--- src/rtl/hwce_garb_pkg.sv ---
// Shared types and the round-robin pick helper for the HWCE grouped TCDM arbiter.
// The optional burst-lock feature of the arbiter is enabled with HWCE_GARB_LOCK_EN.
package hwce_garb_pkg;

  localparam int NLANES       = 4;
  localparam int GARB_MAX_REQ = 8;

  typedef logic [$clog2(GARB_MAX_REQ)-1:0] req_id_t;

  typedef struct packed {
    logic    found;
    req_id_t idx;
  } pick_t;

  // First set bit of req at or after ptr, wrapping at nReq.
  function automatic pick_t rr_pick(input logic [GARB_MAX_REQ-1:0] req,
                                    input req_id_t ptr,
                                    input int unsigned nReq = GARB_MAX_REQ);
    pick_t       res;
    int unsigned cand;
    res = '0;
    for (int unsigned i = 0; i < GARB_MAX_REQ; i++) begin
      cand = (32'(ptr) + i) % nReq;
      if (!res.found && (i < nReq) && req[req_id_t'(cand)]) begin
        res.found = 1'b1;
        res.idx   = req_id_t'(cand);
      end
    end
    return res;
  endfunction

endpackage

--- src/rtl/hwce_garb_id_fifo.sv ---
// In-order FIFO of granted requester IDs; the extra pointer MSB separates full from empty.
module hwce_garb_id_fifo
  import hwce_garb_pkg::*;
#(
  parameter int DEPTH = 4
) (
  input  logic                     clk,
  input  logic                     rst,
  input  logic                     push_i,
  input  req_id_t                  data_i,
  input  logic                     pop_i,
  output req_id_t                  data_o,
  output logic                     full_o,
  output logic                     empty_o,
  output logic [$clog2(DEPTH):0]   count_o
);

  localparam int PW = $clog2(DEPTH) + 1;

  req_id_t         mem_q [DEPTH];
  logic [PW-1:0]   wPtr_q, rPtr_q;
  logic            doPush, doPop;

  assign empty_o = (wPtr_q == rPtr_q);
  assign full_o  = (wPtr_q[PW-1] != rPtr_q[PW-1]) && (wPtr_q[PW-2:0] == rPtr_q[PW-2:0]);
  assign count_o = wPtr_q - rPtr_q;
  assign data_o  = mem_q[rPtr_q[PW-2:0]];
  assign doPush  = push_i && !full_o;
  assign doPop   = pop_i && !empty_o;

  always_ff @(posedge clk) begin
    if (doPush) mem_q[wPtr_q[PW-2:0]] <= data_i;
  end

  always_ff @(posedge clk or posedge rst) begin
    if (rst) begin
      wPtr_q <= '0;
      rPtr_q <= '0;
    end else begin
      if (doPush) wPtr_q <= wPtr_q + PW'(1);
      if (doPop)  rPtr_q <= rPtr_q + PW'(1);
    end
  end

endmodule

--- src/rtl/hwce_tcdm_g_arbiter.sv ---
// Round-robin arbiter sharing one 4-lane grouped TCDM master port among N_REQ requesters.
// Define HWCE_GARB_LOCK_EN to let a requester hold the port for a locked burst.
module hwce_tcdm_g_arbiter
  import hwce_garb_pkg::*;
#(
  parameter int N_REQ      = 4,
  parameter int ADDR_WIDTH = 32,
  parameter int DATA_WIDTH = 32,
  parameter int BE_WIDTH   = DATA_WIDTH / 8,
  parameter int MAX_OUTST  = 4
) (
  input  logic                                        clk,
  input  logic                                        rst,
  input  logic [N_REQ-1:0]                            req_i,
  input  logic [N_REQ-1:0][ADDR_WIDTH-1:0]            add_i,
  input  logic [N_REQ-1:0]                            wen_i,
  input  logic [N_REQ-1:0][NLANES*DATA_WIDTH-1:0]     wdata_i,
  input  logic [N_REQ-1:0][NLANES*BE_WIDTH-1:0]       be_i,
  output logic [N_REQ-1:0]                            gnt_o,
  output logic [N_REQ-1:0]                            r_valid_o,
  output logic [NLANES*DATA_WIDTH-1:0]                r_rdata_o,
  output logic                                        m_req_o,
  output logic [ADDR_WIDTH-1:0]                       m_add_o,
  output logic                                        m_wen_o,
  output logic [NLANES*DATA_WIDTH-1:0]                m_wdata_o,
  output logic [NLANES*BE_WIDTH-1:0]                  m_be_o,
  input  logic                                        m_gnt_i,
  input  logic                                        m_r_valid_i,
  input  logic [NLANES*DATA_WIDTH-1:0]                m_r_rdata_i,
  input  logic [N_REQ-1:0]                            lock_i,
  output logic [$clog2(MAX_OUTST):0]                  outst_o,
  output logic                                        err_o
);

  logic [GARB_MAX_REQ-1:0] reqWide, reqEff;
  pick_t                   pick;
  req_id_t                 rrPtr_q, rrPtr_d, selId, headId;
  logic                    fifoFull, fifoEmpty, handshake, pop, err_q;

  function automatic req_id_t incPtr(input req_id_t p);
    return (p == req_id_t'(N_REQ - 1)) ? '0 : p + req_id_t'(1);
  endfunction

  assign reqWide = GARB_MAX_REQ'(req_i);

`ifdef HWCE_GARB_LOCK_EN
  logic [GARB_MAX_REQ-1:0] lockWide;
  logic                    locked_q, locked_d, lockHeld;
  req_id_t                 lockOwner_q, lockOwner_d;

  assign lockWide = GARB_MAX_REQ'(lock_i);
  // A dropped request from the owner releases the lock in the same cycle.
  assign lockHeld = locked_q && reqWide[lockOwner_q];

  always_comb begin
    reqEff = reqWide;
    if (lockHeld) begin
      reqEff              = '0;
      reqEff[lockOwner_q] = 1'b1;
    end
  end
`else
  logic unusedLock;
  assign unusedLock = ^lock_i;
  assign reqEff     = reqWide;
`endif

  assign pick      = rr_pick(reqEff, rrPtr_q, N_REQ);
  assign m_req_o   = !rst && pick.found && !fifoFull;
  assign handshake = m_req_o && m_gnt_i;
  assign pop       = !rst && m_r_valid_i && !fifoEmpty;
  assign selId     = m_req_o ? pick.idx : rrPtr_q;
  assign r_rdata_o = m_r_rdata_i;
  assign err_o     = err_q;

  always_comb begin
    m_add_o   = add_i[0];
    m_wen_o   = wen_i[0];
    m_wdata_o = wdata_i[0];
    m_be_o    = be_i[0];
    gnt_o     = '0;
    r_valid_o = '0;
    for (int i = 0; i < N_REQ; i++) begin
      if (selId == req_id_t'(i)) begin
        m_add_o   = add_i[i];
        m_wen_o   = wen_i[i];
        m_wdata_o = wdata_i[i];
        m_be_o    = be_i[i];
      end
      gnt_o[i]     = handshake && (pick.idx == req_id_t'(i));
      r_valid_o[i] = pop && (headId == req_id_t'(i));
    end
  end

  always_comb begin
    rrPtr_d = rrPtr_q;
`ifdef HWCE_GARB_LOCK_EN
    locked_d    = locked_q;
    lockOwner_d = lockOwner_q;
    // The pointer only moves past a requester once it gives up the port.
    if (handshake) begin
      if (lockWide[pick.idx]) begin
        locked_d    = 1'b1;
        lockOwner_d = pick.idx;
      end else begin
        locked_d = 1'b0;
        rrPtr_d  = incPtr(pick.idx);
      end
    end else if (locked_q && !reqWide[lockOwner_q]) begin
      locked_d = 1'b0;
      rrPtr_d  = incPtr(lockOwner_q);
    end
`else
    if (handshake) rrPtr_d = incPtr(pick.idx);
`endif
  end

  always_ff @(posedge clk or posedge rst) begin
    if (rst) begin
      rrPtr_q <= '0;
      err_q   <= 1'b0;
`ifdef HWCE_GARB_LOCK_EN
      locked_q    <= 1'b0;
      lockOwner_q <= '0;
`endif
    end else begin
      rrPtr_q <= rrPtr_d;
      err_q   <= err_q || (m_r_valid_i && fifoEmpty);
`ifdef HWCE_GARB_LOCK_EN
      locked_q    <= locked_d;
      lockOwner_q <= lockOwner_d;
`endif
    end
  end

  hwce_garb_id_fifo #(
    .DEPTH (MAX_OUTST)
  ) i_id_fifo (
    .clk     (clk),
    .rst     (rst),
    .push_i  (handshake),
    .data_i  (pick.idx),
    .pop_i   (pop),
    .data_o  (headId),
    .full_o  (fifoFull),
    .empty_o (fifoEmpty),
    .count_o (outst_o)
  );

endmodule
--- config.mk ---
export PLATFORM = sky130hd
export DESIGN_NAME = hwce_tcdm_g_arbiter
export DESIGN_NICKNAME = d
export VERILOG_FILES = /design/src/rtl/hwce_garb_pkg.sv /design/src/rtl/hwce_garb_id_fifo.sv /design/src/rtl/hwce_tcdm_g_arbiter.sv
export SDC_FILE = /design/constraint.sdc
export NUM_CORES = 1
export LEC_CHECK = 0
export BUFFER_PORTS_ARGS = -buffer_cell sky130_fd_sc_hd__buf_4
export CAP_MARGIN = 20
export CORE_AREA = 2 2 450 452
export CTS_BUF_LIST = sky130_fd_sc_hd__clkbuf_4 sky130_fd_sc_hd__clkbuf_8 sky130_fd_sc_hd__clkbuf_16
export DETAILED_ROUTE_END_ITERATION = 10
export DIE_AREA = 0 0 452 454
export PLACE_DENSITY = 0.3
export SLEW_MARGIN = 5
export SYNTH_ARGS = -nofsm -noshare
export SYNTH_HDL_FRONTEND = slang
export SYNTH_SLANG_ARGS = --single-unit
--- constraint.sdc ---
create_clock -name clk -period 3.4 [get_ports clk]
set_input_delay 0.51 -clock clk [delete_from_list [all_inputs] [get_ports clk]]
set_output_delay 0.51 -clock clk [all_outputs]
set_load 0.005 [all_outputs]
==> impl_metrics.toml, run 1 <==
[route]
drtIter0Drc = 927
num_vias = 12840
drtAntennaViolNets = 0
dr.pass1.iters = 5
avgViaCountPerCell = 2.759
drt_wl_total_um = 127300
remaining_drc_errors = 0
wl_per_cell_um = 27.34

[cells_and_area]
layout-drive-gt1-share_pct = 64.02
area_growth_pct = 171.9
fin_cells = 4656
nets = 2823
fin_util_pct = 10.21

[grt]
grt_pass1_vias = 11950
grt_overflow_total = 0
grt_pass1_wl_um = 146000
met1_usage_pct = 13.89
grt_max_degree = 39
grt_use_met3_pct = 5.083
grt.busiest_layer = "met2"
antenna_found_initial = 146
grt_usage_pct = 11.18
met2_usage_pct = 17.87

[cts]
ctsRootBufferMaster = "clkbuf_16"
cts_tree = "yes"
numCtsBuffers = 3
cts_sinks = 17
clock_latency_ns = 0.25
htree_levels = 1
clk_path_buf_depth = 2
clk_pin_slew_ns = 0.06

[flow_run]
maxCapViolations = 0

[timing]
setup_violations = 82
skew_ns = 0.003244
fin_crit_ns = 3.600
worst_pin_slew_ns = 0.5277
max_freq_mhz = 277.7
rsz0062_at_grt = "true"
postLayoutSetupSlackWorst_ns = -0.2005
maxSlewViolCount = 0
hold_viol_final = 0
slew_headroom_pct = 64.67
fin_crit_sh_pct = 105.9

[placement]
placed_cells = 4517
hpwl_um = 111500
numPortBuffers = 905
place.gp.congestion = 0.8931

[setup_path]
end_kind = "output port"
ff2ff_path_depth = 11
slowest_delay_ns = 0.44
critPathMaxFanout = 7
crit_type = "reg -> out"
critPathSlowestCell = "o211ai_1"
arrival_ns = 3.09
cp.required_ns = 2.89
critical_path.top_delay_family = "buffers and inverters"
path_depth = 13
start_kind = "flip-flop"
cp_common_cell = "buf_12"
cp_num_buf_inv = 6
path_cells = "inv_2, ha_4, nand2_4, nor2_4, or3_4, a22o_4, buf_12, buf_16, buf_12, buf_12, mux2i_1, o211ai_1, buf_4"

[power]
p_leak_uw = 0.008497
peakVddDrop_mv = 0.3877
p_per_area_nw_per_um2 = 1010

[yosys]
synth_cells = 1052
ys.warnings.count = 0
avgSynthCellArea_sq_um = 7.172
syn_area_sq_um = 7545
synth-seq-cells = 17
ys_seq_area_share_pct = 6.169
synth_cell_types = 38
syn_nets = 1912

[floorplan]
start_util_pct = 3.756
core_sq_um = 200900
dieArea_sq_um = 205200
fp.dieW_um = 452
ios = 1166
row_count = 165
die_h_um = 454

[hold_path]
timing.hold.worst.class = "in -> async"

[status]
status = "finished, violations left"
violations = "setup timing"
## report_power, final
part,switching [uW],internal [uW]
Combinational,10000,10100
Sequential,52.3,295
Clock,84.4,158
Total,10200,10600
## through the flow
step | setup slack [ns] | cell area [sq um] | TNS, ns | hold slack, ns | total power [uW]
after floorplan | 0.6410 | 7545 | 0 | 0.3379 | 6564
after global placement | -0.4161 | 17470 | -2.751 | 0.4782 | 15910
after detailed placement | -0.3474 | 17470 | -1.338 | 0.4703 | 15860
after CTS | -0.2655 | 18540 | -10.41 | 0.2918 | 18030
after global routing | -0.2740 | 20460 | -18.32 | 0.3139 | 21950
final | -0.2005 | 20510 | -7.592 | 0.2794 | 20730
## timing repair
| item | in CTS | in global routing |
|---|---|---|
| cloned | 11 | 30 |
| endpoints found under the setup margin | 152 | 131 |
| setup buffers | 27 | 65 |
| gates resized for setup | 104 | 186 |
| hold buffers | 0 | 0 |
| pin swaps | 38 | 94 |
## layout make-up
type                            count  area [sq um]
Antenna cell                       22         55.05
Clock buffer                        3         75.07
Clock inverter                      1         5.005
Fill cell                       23450        180400
Inverter                            9         36.28
Multi-Input combinational cell    778          6062
Sequential cell                    17         465.4
Tap cell                         2672          3343
Timing Repair Buffer             1154         10470
## state kept, by name (all words and copies together), names as in the netlist
name / cells
err_o: 1
rrPtr_q: 2
i_id_fifo.mem_q: 8
i_id_fifo.wPtr_q: 3
i_id_fifo.rPtr_q: 3
## layout by cell type (no fill, tap or decap), types with 2 or more instances in the layout
cell type / netlist / layout
inv_2: 0 / 2
nor2b_1: 4 / 4
mux2i_1: 176 / 145
nand3_4: 0 / 2
and3_1: 10 / 10
xor2_1: 2 / 2
o21ai_0: 2 / 2
buf_12: 0 / 42
diode_2: 0 / 22
buf_4: 139 / 991
mux2i_2: 0 / 13
ha_4: 0 / 2
edfxtp_1: 8 / 8
o211ai_1: 176 / 176
nand3_2: 0 / 48
inv_1: 9 / 6
buf_8: 0 / 18
clkbuf_16: 0 / 30
buf_16: 0 / 24
nor2_1: 10 / 9
nand2_1: 7 / 6
dfrtp_1: 9 / 9
nand3_1: 352 / 302
xnor2_1: 4 / 4
ha_1: 11 / 9
nor3b_1: 2 / 2
mux2i_4: 0 / 18
a21oi_1: 2 / 2
buf_6: 4 / 52
mux4_2: 3 / 3
## path summary, 6_finish.rpt
kind                                                 startpoint                         endpoint  slack [ns]
max in group asynchronous                                   rst  i_id_fifo.rPtr_q[0]$_DFFE_PP0P_        2.82
worst max register to register  i_id_fifo.wPtr_q[0]$_DFFE_PP0P_           rrPtr_q[0]$_DFFE_PP0P_        1.15
worst max-delay path            i_id_fifo.wPtr_q[0]$_DFFE_PP0P_                    m_wdata_o[92]       -0.20
min in group clk                                    m_r_valid_i                  err_o$_DFF_PP0_        0.48
worst min register to register                  err_o$_DFF_PP0_                  err_o$_DFF_PP0_        0.48
worst min-delay path                                        rst           rrPtr_q[1]$_DFFE_PP0P_        0.28
## cell usage after synthesis (all sizes together)
master,count,area (sq um)
o32ai,1,16.27
fa,1,20.02
o211ai,176,1321
nor2,10,37.54
dfrtp,9,225.2
o221a,1,11.26
mux4,3,67.56
ha,11,137.6
o2111ai,1,8.760
or3,1,11.26
and3,10,62.56
nor4,1,6.260
a21boi,1,7.510
o21ai,3,15.01
clkbuf,8,30.03
nor3b,2,15.01
nand2,7,26.28
a22oi,2,20.02
xnor2,5,51.30
a21oi,2,10.01
xor2,2,17.52
mux2,1,11.26
a22o,2,17.52
buf,240,1556
nor2b,4,25.02
nand3,352,1762
nor3,1,5.000
and2,1,6.260
edfxtp,8,240.2
mux2i,176,1762
a21o,1,7.510
inv,9,33.78
## routing by layer
layer / share of wire [%] / routed length, um / up-vias
li1: - / - / 5750
met1: 41 / 51570 / 6009
met2: 46 / 58480 / 765
met3: 11 / 14100 / 248
met4: 2.1 / 2652 / 72
met5: 0.37 / 470 / -
## cell families (layout without fill, tap and decap cells)
logic type | count (synthesis) | in the layout | synth area share, %
compound gates | 190 | 190 | 19.02
xor+xnor | 7 | 7 | 0.9122
fa+ha+maj | 12 | 12 | 2.090
buf+inv | 257 | 1167 | 21.48
flops | 17 | 17 | 6.169
mux | 180 | 180 | 24.39
other cells | 0 | 22 | 0
simple gates | 389 | 389 | 25.94
(Power assumes the default switching activity.)
==> run 2: changes to the inputs <==
Settings changed: CAP_MARGIN 20 to default, REMOVE_ABC_BUFFERS from default to 1.
==> run 2 against run 1 <==
The flow still finishes with violations (setup timing); via count barely moved; combinational power fell by 6%; register-to-register slack got worse by 0.20 ns; utilization fell by 0.73 points; non-clock buffer count fell by 47; sequential power barely moved; critical path type unchanged; largest cell class unchanged; largest power group unchanged.
==> impl_metrics.toml, run 2 (same netlist as run 1, synthesis figures left out) <==
[hold_path]
timing.hold.worst.class = "in -> async"

[setup_path]
path_cells = "inv_2, ha_4, nand2_2, nor2_2, or3_4, a22o_4, buf_12, buf_16, buf_6, mux2i_1, o211ai_1, buf_4, buf_4"
ff2ff_setup_slack_ns = 0.95
endpoint = "m_wdata_o[51]"
ff2ff_path_depth = 12
end_kind = "output port"
worstReg2RegStart = "i_id_fifo.wPtr_q[0]$_DFFE_PP0P_"
slowest_delay_ns = 0.40
arrival_ns = 3.10
crit_type = "reg -> out"
critical_path.top_delay_family = "buffers and inverters"
r2r-end = "rrPtr_q[0]$_DFFE_PP0P_"
critPathSlowestCell = "o211ai_1"
cp_num_buf_inv = 6
path_depth = 13
cp.required_ns = 2.89
start_kind = "flip-flop"
critPathMaxFanout = 8
cp_common_cell = "buf_4"
startpoint = "i_id_fifo.wPtr_q[0]$_DFFE_PP0P_"

[route]
drt_wl_total_um = 131600
avgViaCountPerCell = 2.795
drtIter0Drc = 961
num_vias = 12850
wl_per_cell_um = 28.64
drtAntennaViolNets = 0
dr.pass1.iters = 8
remaining_drc_errors = 0

[flow_run]
maxCapViolations = 0

[grt]
grt_overflow_total = 0
grt_usage_pct = 11.85
grt_max_degree = 62
grt_pass1_vias = 12150
grt_pass1_wl_um = 154500
antenna_found_initial = 37

[floorplan]
core_sq_um = 200900
dieArea_sq_um = 205200
start_util_pct = 3.756
ios = 1166
row_count = 165
fp.dieW_um = 452
die_h_um = 454

[timing]
max_freq_mhz = 277.3
maxSlewViolCount = 0
hold_viol_final = 0
rsz0062_at_grt = "true"
setup_violations = 64
slew_headroom_pct = 51.59
skew_ns = 0.003507
worst_pin_slew_ns = 0.7230
fin_hold_ws_ns = 0.2778
postLayoutSetupSlackWorst_ns = -0.2068
fin_crit_sh_pct = 106.1
fin_crit_ns = 3.607

[cells_and_area]
final_common_cell = "buf_4"
multi_input_area_sq_um = 5717
largest_reg_flops = 8
layout_common_cells = "buf_4 (979), nand3_1 (333), o211ai_1 (176), mux2i_1 (168), buf_6 (69)"
fill_cells = 23640
area_growth_pct = 152.4
nets = 2778
final_cell_area_sq_um = 19040
ff_latch_area_sq_um = 465.4
fin_cells = 4596
layout-drive-gt1-share_pct = 60.46

[power]
p_per_area_nw_per_um2 = 1020
peakVddDrop_mv = 0.3655
p_leak_uw = 0.007958

[placement]
hpwl_um = 112300
placed_cells = 4516
pre_cts_ws_ns = -0.1384
placed_area_sq_um = 17430
numPortBuffers = 905
place.gp.congestion = 0.8376

[status]
status = "finished, violations left"
violations = "setup timing"

[cts]
htree_levels = 1
numCtsBuffers = 3
cts_tree = "yes"
clock_latency_ns = 0.25
clk_path_buf_depth = 2
ctsRootBufferMaster = "clkbuf_16"
cts_sinks = 17
clk_pin_slew_ns = 0.06
-- run 2: cell count changes in the layout (fill, tap and decap cells not counted), moves of 14 or more --
cell	delta
mux2i_1	+23
clkbuf_16	-15
nand3_2	-29
mux2i_4	-14
buf_12	-20
diode_2	-15
buf_6	+17
buf_16	-14
nand3_1	+31
-- run 2: where the power goes --
group	leakage (uW)	switching, uW	internal (uW)	total [uW]
clock network	0.0000372	87.1	159	246
registers	0.000176	49.8	295	345
logic	0.00774	10300	8480	18800
-- run 2: worst min path at each step --
stage | from | to | slack, ns
2_1_floorplan | rst | err_o$_DFF_PP0_ | 0.34
3_3_place_gp | err_o$_DFF_PP0_ | err_o$_DFF_PP0_ | 0.46
3_5_place_dp | err_o$_DFF_PP0_ | err_o$_DFF_PP0_ | 0.46
4_1_cts | rst | i_id_fifo.wPtr_q[2]$_DFFE_PP0P_ | 0.30
5_1_grt | rst | i_id_fifo.wPtr_q[2]$_DFFE_PP0P_ | 0.31
6_report | rst | i_id_fifo.wPtr_q[0]$_DFFE_PP0P_ | 0.28
-- run 2: stage by stage --
| step | setup TNS (ns) | util [%] | total power (uW) |
|---|---|---|---|
| final | -4.134 | 9.480 | 19420 |
| after global routing | -15.44 | 9.473 | 20920 |
| after CTS | -3.958 | 9.054 | 19020 |
| after detailed placement | -1.247 | 8.679 | 17320 |
| after global placement | -1.781 | 8.679 | 17390 |
| after floorplan | -1365.01 | - | 3998 |
-- run 2: final cells by class --
| cell class | instances | area share [%] |
|---|---|---|
| diodes | 7 | 0.09199 |
| clock buffers | 3 | 0.3942 |
| clock inverters | 1 | 0.03942 |
| inverters | 9 | 0.2168 |
| multi-input cells | 780 | 30.02 |
| flip-flops and latches | 17 | 2.444 |
| well taps | 2672 | 17.56 |
| repair buffers | 1107 | 49.23 |
-- run 2: layer usage --
layer | routed length (um) | up-vias | track usage [%]
met5 | 1757 | - | 6.017
met2 | 54420 | 1134 | 16.91
li1 | - | 5626 | -
met4 | 1008 | 28 | 0.8257
met1 | 52350 | 5968 | 14.10
met3 | 22090 | 92 | 8.901
-- run 2: timing repair --
item,in CTS,in global routing
hold endpoints to repair,0,0
gates resized for setup,72,85
setup buffers,32,23
pin swaps,41,61
hold buffers,0,0
setup endpoints to repair,161,162
cloned,4,18
==> run 3: changes to the inputs <==
Settings changed: ABC_AREA from default to 1, CORE_AREA 2 2 450 452 to 2 2 448 450, CTS_BUF_LIST sky130_fd_sc_hd__clkbuf_4 sky130_fd_sc_hd__clkbuf_8 sky130_fd_sc_hd__clkbuf_16 to sky130_fd_sc_hd__clkbuf_4, DIE_AREA 0 0 452 454 to 0 0 450 452.
==> run 3 against run 2 <==
The run still ends with setup timing left; clock-buffer cell count unchanged; highest routed layer unchanged; flip-flop and latch count unchanged; maximum frequency increased by 1.2%; design area rose by 20%; critical endpoint is now m_wdata_o[20]; largest power group unchanged; critical path type unchanged; first-iteration DRC count increased by 44%.
==> impl_metrics.toml, run 3 <==
[yosys]
synth_simple_gate_area_share_pct = 70.13
synth-compound-area-share_pct = 1.072
synth-adder-area-share_pct = 1.802
synth_edf_count = 8
ys.warnings.count = 0
synth_area_leaders = "nand2_1 (33%), nand3_1 (21%), nor2_1 (16%)"
synth_top_flop_cell = "dfrtp_1"
synth-async-reset-ratio_pct = 52.94
synth_xor_area_share_pct = 0.5004
synth_top_family_by_area = "simple AND/OR/NAND/NOR gates"
yosys.area.top_type = "nand2_1"
synth_cell_types = 28
yosys-top-cells-count = "nand2_1 (760), nor2_1 (368), nand3_1 (364), buf_4 (165), buf_2 (83)"
avgSynthCellArea_sq_um = 4.720
yosysMostFrequentCell = "nand2_1"
synth_cells = 1854
syn_area_sq_um = 8751
ys_seq_area_share_pct = 5.319
synth_top_area_share_pct = 32.60
synth-seq-cells = 17
synthMuxAreaShare_pct = 0

[cells_and_area]
final_common_cell = "buf_4"
multi_input_area_sq_um = 7725
fill_cells = 23540
ff_latch_area_sq_um = 467.9
largest_reg_flops = 8
nets = 3621
area_growth_pct = 161.9
layout-drive-gt1-share_pct = 54.02
layout_common_cells = "buf_4 (887), nand2_1 (579), nand3_1 (322), nor2_1 (295), nand2_2 (153)"

[grt]
grt_max_degree = 43
grt_pass1_wl_um = 172100
antenna_found_initial = 36
grt_usage_pct = 12.93
grt_overflow_total = 0
grt_pass1_vias = 15670

[cts]
cts_tree = "yes"
clk_path_buf_depth = 2
cts_sinks = 17
ctsRootBufferMaster = "clkbuf_4"
cts_hold_buffers = 0
clock_latency_ns = 0.30
clk_pin_slew_ns = 0.12
numCtsBuffers = 3
htree_levels = 1

[placement]
hpwl_um = 118600
numPortBuffers = 905
place.gp.congestion = 0.8714

[status]
violations = "setup timing"
status = "finished, violations left"

[floorplan]
fp.dieW_um = 450
dieArea_sq_um = 203400
ios = 1166
start_util_pct = 4.406
row_count = 164
die_h_um = 452
core_sq_um = 198600

[power]
total_power_uw = 36260
p_leak_uw = 0.01094
p_per_area_nw_per_um2 = 1582
peakVddDrop_mv = 0.4973

[timing]
hold_viol_final = 0
maxSlewViolCount = 0
postLayoutSetupSlackWorst_ns = -0.1644
setup_violations = 164
fin_hold_ws_ns = 0.2059
fin_crit_sh_pct = 104.8
rsz0062_at_grt = "true"
slew_headroom_pct = 62.18
worst_pin_slew_ns = 0.5673
fin_setup_tns_ns = -13.40
fin_crit_ns = 3.564
skew_ns = 0.01159
max_freq_mhz = 280.6

[setup_path]
path_cells = "clkinv_4, nand2_4, nand2_4, nand2_4, nand2_4, nor2_4, buf_6, nand4_1, nand3_2, nand2_8, nor2_4, buf_12, clkbuf_16, buf_16, buf_4, nor2_1, nand2_1, nand2_4, buf_6"
r2r-end = "i_id_fifo.mem_q[3][1]$_DFFE_PP_"
cp_num_buf_inv = 7
critical_path.top_delay_family = "simple AND/OR/NAND/NOR gates"
slowest_delay_ns = 0.52
critPathMaxFanout = 8
critPathSlowestCell = "dfrtp_2"
start_kind = "flip-flop"
worstReg2RegStart = "rrPtr_q[0]$_DFFE_PP0P_"
ff2ff_path_depth = 12
cp.required_ns = 2.89
ff2ff_setup_slack_ns = 0.88
cp_common_cell = "nand2_4"
crit_type = "reg -> out"
end_kind = "output port"
arrival_ns = 3.05

[hold_path]
timing.hold.worst.class = "in -> async"

[route]
avgViaCountPerCell = 3.053
drt_wl_total_um = 144100
num_vias = 16550
drtAntennaViolNets = 0
dr.pass1.iters = 5
drtIter0Drc = 1385
remaining_drc_errors = 0
wl_per_cell_um = 26.59

[flow_run]
maxCapViolations = 0
==> run 3: metal layers <==
metal  global-route usage (%)  part of all wire (%)  vias to the layer above
met5                    5.854                   1.2                        -
met4                    2.260                   2.1                       32
met3                    10.24                    17                      125
met2                    18.59                    42                     1268
met1                    14.52                    38                     7583
li1                         -                     -                     7541
==> run 3: layout make-up <==
cell class	count	share of cell area (%)
Tap cell	2656	14.50
Antenna cell	5	0.05459
Timing Repair Buffer	1166	48.96
Clock buffer	3	0.09826
Timing Repair inverter	1	0.02729
Sequential cell	17	2.042
Multi-Input combinational cell	1539	33.70
Clock inverter	1	0.03275
Inverter	33	0.5841
==> run 3: what timing repair did <==
item	CTS	global route
gates cloned	17	34
pin swaps	11	159
gates resized for setup	182	446
buffers inserted	27	39
endpoints found under the setup margin	177	177
==> run 3: cells by family after synthesis <==
family | count (synthesis)
AO/OA/AOI/OAI | 16
XOR/XNOR | 5
adder cells (fa/ha/maj) | 12
buffers and inverters | 299
flip-flops | 17
AND/OR/NAND/NOR | 1505
==> run 3: power by group <==
part | switching [uW] | internal, uW
Sequential | 74.4 | 323
Combinational | 19800 | 15900
Clock | 70.9 | 44.8
Total | 20000 | 16300
==> run 3: worst reg2reg max path, stage by stage (launching register included) <==
cell,delay (ns)
dfrtp_2,0.52
clkinv_4,0.15
nand2_4,0.10
nand3_1,0.08
nand2_2,0.14
inv_2,0.06
nand3_2,0.09
nand2_4,0.08
inv_2,0.07
buf_4,0.12
buf_4,0.14
nand2_1,0.27
nor2_1,0.39
==> run 3: worst max path at each step <==
stage,startpoint,depth (start not counted),slack [ns],end
after floorplan,rrPtr_q[0]$_DFFE_PP0P_,14,-8.87,m_add_o[0]
after global placement,req_i[1],18,-0.17,m_wdata_o[81]
after detailed placement,req_i[1],18,-0.17,m_wdata_o[81]
after CTS,rrPtr_q[0]$_DFFE_PP0P_,18,-0.22,m_wdata_o[99]
after global routing,rrPtr_q[0]$_DFFE_PP0P_,20,-0.40,m_wdata_o[39]
final,rrPtr_q[0]$_DFFE_PP0P_,19,-0.16,m_wdata_o[20]
==> run 3: metrics by stage <==
step	instances	area, sq um	utilization (%)	setup slack, ns
after detailed placement	5302	18870	9.498	-0.1744
after CTS	5349	20340	10.24	-0.2227
final	5421	22920	11.54	-0.1644
after floorplan	1588	7022	-	-8.871
after global routing	5419	22920	11.54	-0.4034
after global placement	5302	18870	9.498	-0.1727
